<file path="src/rtl/traffic_light_ctrl_n.sv">
// traffic_light_ctrl_n
// N-approach traffic-light sequencer: ALLRED -> GREEN -> YELLOW -> ALLRED.
// Each phase has a programmable duration counted in en ticks.
// Vehicle demand is latched per approach. With SKIP_EMPTY=1, idle
// approaches are skipped, and the controller rests on green while no
// other approach has demand.
//
// state    | meaning
// ---------+------------------------------------------------------------
// S_ALLRED | all lamps red, clearance interval, selects next approach
// S_GREEN  | active approach green; may rest here when no other demand
// S_YELLOW | active approach yellow, always followed by S_ALLRED
module traffic_light_ctrl_n #(
    parameter int NUM_DIR      = 4,
    parameter int CNT_W        = 8,
    parameter int GREEN_TICKS  = 20,
    parameter int YELLOW_TICKS = 4,
    parameter int ALLRED_TICKS = 2,
    parameter int SKIP_EMPTY   = 0
) (
    input  logic                       clk,
    input  logic                       rst,
    input  logic                       en,
    input  logic [NUM_DIR-1:0]         sensor,
    output logic [NUM_DIR-1:0]         green,
    output logic [NUM_DIR-1:0]         yellow,
    output logic [NUM_DIR-1:0]         red,
    output logic [$clog2(NUM_DIR)-1:0] active_dir,
    output logic [1:0]                 phase,
    output logic [NUM_DIR-1:0]         req_pend
);

    localparam int DIR_W = $clog2(NUM_DIR);
    localparam logic [DIR_W-1:0] LAST_DIR = DIR_W'(NUM_DIR - 1);

    typedef enum logic [1:0] {
        S_ALLRED = 2'b00,
        S_GREEN  = 2'b01,
        S_YELLOW = 2'b10
    } state_t;

    state_t             state, state_nxt;
    logic [CNT_W-1:0]   timer, timer_nxt;
    logic [DIR_W-1:0]   dir_nxt;
    logic [DIR_W-1:0]   next_sel;
    logic [NUM_DIR-1:0] req_nxt;
    logic [NUM_DIR-1:0] active_mask;
    logic [NUM_DIR-1:0] set_mask;
    logic [NUM_DIR-1:0] clr_mask;
    logic               other_req;
    logic               enter_green;

    // Descending rotation with wrap; NUM_DIR need not be a power of two.
    function automatic logic [DIR_W-1:0] dir_dec(input logic [DIR_W-1:0] d);
        return (d == '0) ? LAST_DIR : d - 1'b1;
    endfunction

    assign active_mask = NUM_DIR'(1) << active_dir;
    assign other_req   = |(req_pend & ~active_mask);

    // Next-approach selection: walk active_dir-1, active_dir-2, ... and take the
    // first pending approach; the current approach is visited last.
    always_comb begin
        logic [DIR_W-1:0] cand;
        logic             found;
        next_sel = dir_dec(active_dir);
        cand     = active_dir;
        found    = 1'b0;
        if (SKIP_EMPTY != 0) begin
            for (int k = 0; k < NUM_DIR; k++) begin
                cand = dir_dec(cand);
                if (!found && req_pend[cand]) begin
                    next_sel = cand;
                    found    = 1'b1;
                end
            end
        end
    end

    // Next-state and phase timer; everything holds on cycles without en.
    always_comb begin
        state_nxt   = state;
        timer_nxt   = timer;
        dir_nxt     = active_dir;
        enter_green = 1'b0;
        if (en) begin
            if (timer != '0) begin
                timer_nxt = timer - 1'b1;
            end else begin
                case (state)
                    S_ALLRED: begin
                        state_nxt   = S_GREEN;
                        timer_nxt   = CNT_W'(GREEN_TICKS - 1);
                        dir_nxt     = next_sel;
                        enter_green = 1'b1;
                    end
                    S_GREEN: begin
                        if ((SKIP_EMPTY != 0) && !other_req) begin
                            timer_nxt = CNT_W'(GREEN_TICKS - 1);
                        end else begin
                            state_nxt = S_YELLOW;
                            timer_nxt = CNT_W'(YELLOW_TICKS - 1);
                        end
                    end
                    S_YELLOW: begin
                        state_nxt = S_ALLRED;
                        timer_nxt = CNT_W'(ALLRED_TICKS - 1);
                    end
                    default: begin
                        state_nxt = S_ALLRED;
                        timer_nxt = CNT_W'(ALLRED_TICKS - 1);
                    end
                endcase
            end
        end
    end

    // Demand latch: the active approach cannot re-request while green, and the
    // clear on green entry beats a same-cycle sensor hit.
    always_comb begin
        set_mask = sensor & ~((state == S_GREEN) ? active_mask : '0);
        clr_mask = enter_green ? (NUM_DIR'(1) << next_sel) : '0;
        req_nxt  = (req_pend | set_mask) & ~clr_mask;
    end

    // State, timer, served approach and request register.
    always_ff @(posedge clk) begin
        if (rst) begin
            state      <= S_ALLRED;
            timer      <= CNT_W'(ALLRED_TICKS - 1);
            active_dir <= '0;
            req_pend   <= '0;
        end else begin
            state      <= state_nxt;
            timer      <= timer_nxt;
            active_dir <= dir_nxt;
            req_pend   <= req_nxt;
        end
    end

    // Lamps are decoded from registered state only.
    always_comb begin
        green  = (state == S_GREEN)  ? active_mask : '0;
        yellow = (state == S_YELLOW) ? active_mask : '0;
        red    = ~(green | yellow);
        phase  = state;
    end

endmodule

</file>
<file path="config.mk">
export PLATFORM = sky130hd
export DESIGN_NAME = traffic_light_ctrl_n
export DESIGN_NICKNAME = d
export VERILOG_FILES = /design/src/rtl/traffic_light_ctrl_n.sv
export SDC_FILE = /design/constraint.sdc
export NUM_CORES = 1
export LEC_CHECK = 0
export CORE_ASPECT_RATIO = 0.7
export CORE_MARGIN = 8
export CORE_UTILIZATION = 46
export DETAILED_ROUTE_END_ITERATION = 16
export PLACE_DENSITY_LB_ADDON = 0.25
export SYNTH_ARGS = -nofsm -noshare
export SYNTH_HDL_FRONTEND = slang
export SYNTH_SLANG_ARGS = --single-unit
</file>
<file path="constraint.sdc">
create_clock -name clk -period 2.06 [get_ports clk]
set_input_delay 0.412 -clock clk [delete_from_list [all_inputs] [get_ports clk]]
set_output_delay 0.412 -clock clk [all_outputs]
set_load 0.005 [all_outputs]
</file>
==> flow_summary.yaml <==
status:
  outcome: "complete, no violations"
floorplanning:
  die_w_um: 70.1
  rows: 13
  pin_count: 27
  coreArea_um2: 1890
  die_y_um: 53.9
  start_util_pct: 49.9
  die_area_um2: 3780
pwr:
  power.density_nw_per_um2: 618
  p_leak_nw: 0.604
  pwr-share-seq_pct: 44.5
  clkPwrFrac_pct: 25.1
  p_sw_share_pct: 30.7
  pwr-share-comb_pct: 30.4
  p_sw_w: 0.000256
  p_int_w: 0.000578
  peakVddDrop_mv: 0.534
routing:
  wl_per_cell_um: 16.0
  routed_wl_um: 2630
  vias_per_cell: 5.87
  drt-initial-drc-count: 49
  num_vias: 962
  ant_nets: 0
  drc_errors: 0
  drt_pass1_iterations: 4
placed_design:
  dp_hpwl_um: 2000
  dp_cells: 158
  placed_area_um2: 1270
  portBuffers: 26
  gp_congestion: 0.797
sta:
  setup_viol: 0
  finalSetupTns_ps: 0
  relSlewSlack_pct: 65.0
  worst_hold_slack_ps: 514
  min_period_over_period_pct: 97.1
  max_freq_ghz: 0.500
  slew_violations: 0
  fin_crit_ps: 2000
  skew_ps: 7.33
  worstMarginPinSlew_ps: 524
  hold_violations: 0
hold_path:
  hp-start: "timer[7]"
  hold_depth: 2
  hp-class: "reg -> reg"
  min_to: "timer[7]"
final_layout:
  stdcell_count: 164
  layout_common_cells: "17 x clkdlybuf4s50_1, 13 x dfxtp_1, 11 x a21oi_1"
  fin_area_um2: 1350
  final_nets: 158
  final_common_cell: "clkdlybuf4s50_1"
  drive_gt1_share_pct: 21.8
  diodes: 0
  area_growth_pct: 43.2
global_route:
  grt_pass1_vias: 938
  grt_antenna_before_repair: 0
  grt_pass1_wl_um: 4230
  grt_max_degree: 15
  grt-ovfl-total: 0
  gr-usage-all-layers_pct: 13.6
synthesis:
  synth_cell_type_count: 37
  yosysSeqAreaShare_pct: 34.0
  ys_seq_elements: 16
  async_flop_share_pct: 0
  synth-edff-count: 0
  ys.flop_type: "dfxtp_1"
  syn-cell-area_um2: 942
  synth_nets: 122
  synthCells: 107
  yosys_warnings: 0
  syn_avg_cell_area_um2: 8.81
clock_network:
  numCtsBuffers: 3
  max-clock-path-buffers: 2
  cts-hold-fix-buffers: 0
  clock-sinks: 16
  clk_latency_ps: 290
  cts_tree: "done"
  cts_root_buf: "clkbuf_4"
  cts_max_level: 1
  clk_pin_slew_worst_paths_ps: 100
flow_run:
  maxCapViolCount: 0
worst_setup_path:
  path_cells: "inv_4 -> ha_1 -> nand3b_1 -> inv_1 -> clkdlybuf4s50_1"
  slowest_stage: "clkdlybuf4s50_1"
  regToRegSetupSlack_ps: 430
  critical_path_buf_inv_count: 3
  reg2reg_from: "timer[0]"
  crit_fanout: 4
  reg2reg_depth: 6
  arrival_ps: 1590
  crit_type: "reg -> out"
  start_kind: "flop"
  critPathTopFamily: "buffers and inverters"
  critical_path_depth: 5
  cp-end-kind: "output port"
  critPathMaxStageDelay_ps: 500
  cp.required_ps: 1650
  r2r_end: "active_dir[1]"
[power groups by stage]
stage / clock, W / combinational, W / sequential (W)
5_1_grt: 0.000227 / 0.000276 / 0.000374
4_1_cts: 0.000217 / 0.000249 / 0.000369
6_report: 0.000209 / 0.000254 / 0.000371
3_5_place_dp: 0 / 0.000239 / 0.000376
3_3_place_gp: 0 / 0.000229 / 0.000374
2_1_floorplan: 0 / 0.000138 / 0.000369
[logic make-up (layout without fill, tap and decap cells)]
logic type / after synthesis / count (layout) / share of synthesized area, %
flops: 16 / 16 / 34.0
compound gates: 31 / 31 / 21.9
xor+xnor: 1 / 1 / 0.930
simple gates: 37 / 37 / 27.0
buf+inv: 14 / 49 / 5.58
fa+ha+maj: 8 / 8 / 10.6
[worst reg2reg max path: cells and delay by family (launching register included)]
kind | cells | cell delay (ps)
AND/OR/NAND/NOR | 2 | 410
buffers and inverters | 2 | 260
adder cells (fa/ha/maj) | 1 | 210
AO/OA/AOI/OAI | 1 | 300
flip-flops | 1 | 360
[Yosys cell counts (all sizes together), types with 3 or more instances]
| cell | n | area (um2) |
|---|---|---|
| and2 | 4 | 25.0 |
| ha | 8 | 100 |
| o31ai | 3 | 22.5 |
| nor2 | 7 | 26.3 |
| dfxtp | 16 | 320 |
| clkbuf | 4 | 15.0 |
| a211oi | 6 | 45.0 |
| a21oi | 11 | 55.1 |
| inv | 10 | 37.5 |
| or3 | 4 | 32.5 |
| o21ai | 3 | 15.0 |
| nand3b | 4 | 30.0 |
[worst max-delay path by stage]
stage                              from            end  slack, ps
after floorplan                timer[0]  active_dir[1]        400
after global placement               en       timer[3]         80
after detailed placement             en       timer[5]         -5
after CTS                 active_dir[0]      yellow[1]         10
after global routing      active_dir[0]       green[2]         -6
final                     active_dir[0]       green[2]         60
[cell type report]
| class | count | area, um2 |
|---|---|---|
| Clock buffer | 4 | 36.3 |
| Fill cell | 149 | 538 |
| Inverter | 10 | 40.0 |
| Multi-Input combinational cell | 77 | 587 |
| Sequential cell | 16 | 329 |
| Tap cell | 22 | 27.5 |
| Timing Repair Buffer | 35 | 329 |
[per-layer routing]
metal | global-route usage [%] | wire length (um) | vias to the layer above
met5 | 0 | 0 | -
met4 | 2.66 | 0 | 0
met3 | 5.69 | 197 | 0
met2 | 25.0 | 1260 | 32
met1 | 14.7 | 1180 | 465
li1 | - | - | 465
[stage by stage]
step                power (W)  util, %  setup WS [ps]
floorplan            0.000507        -            401
global placement     0.000603     67.2           75.6
detailed placement   0.000615     67.2          -5.13
CTS                  0.000834     70.4           9.64
global route         0.000877     71.5          -6.49
finish               0.000834     71.5           60.1
[what timing repair did]
action	in CTS	in global routing
pin swaps	1	0
endpoints found under the setup margin	12	7
buffers inserted	1	1
gates resized for setup	16	6
[flip-flops by register name (all words and copies together) (netlist names)]
register,cells
phase,2
timer,8
active_dir,2
req_pend,4
(Power assumes the default switching activity.)
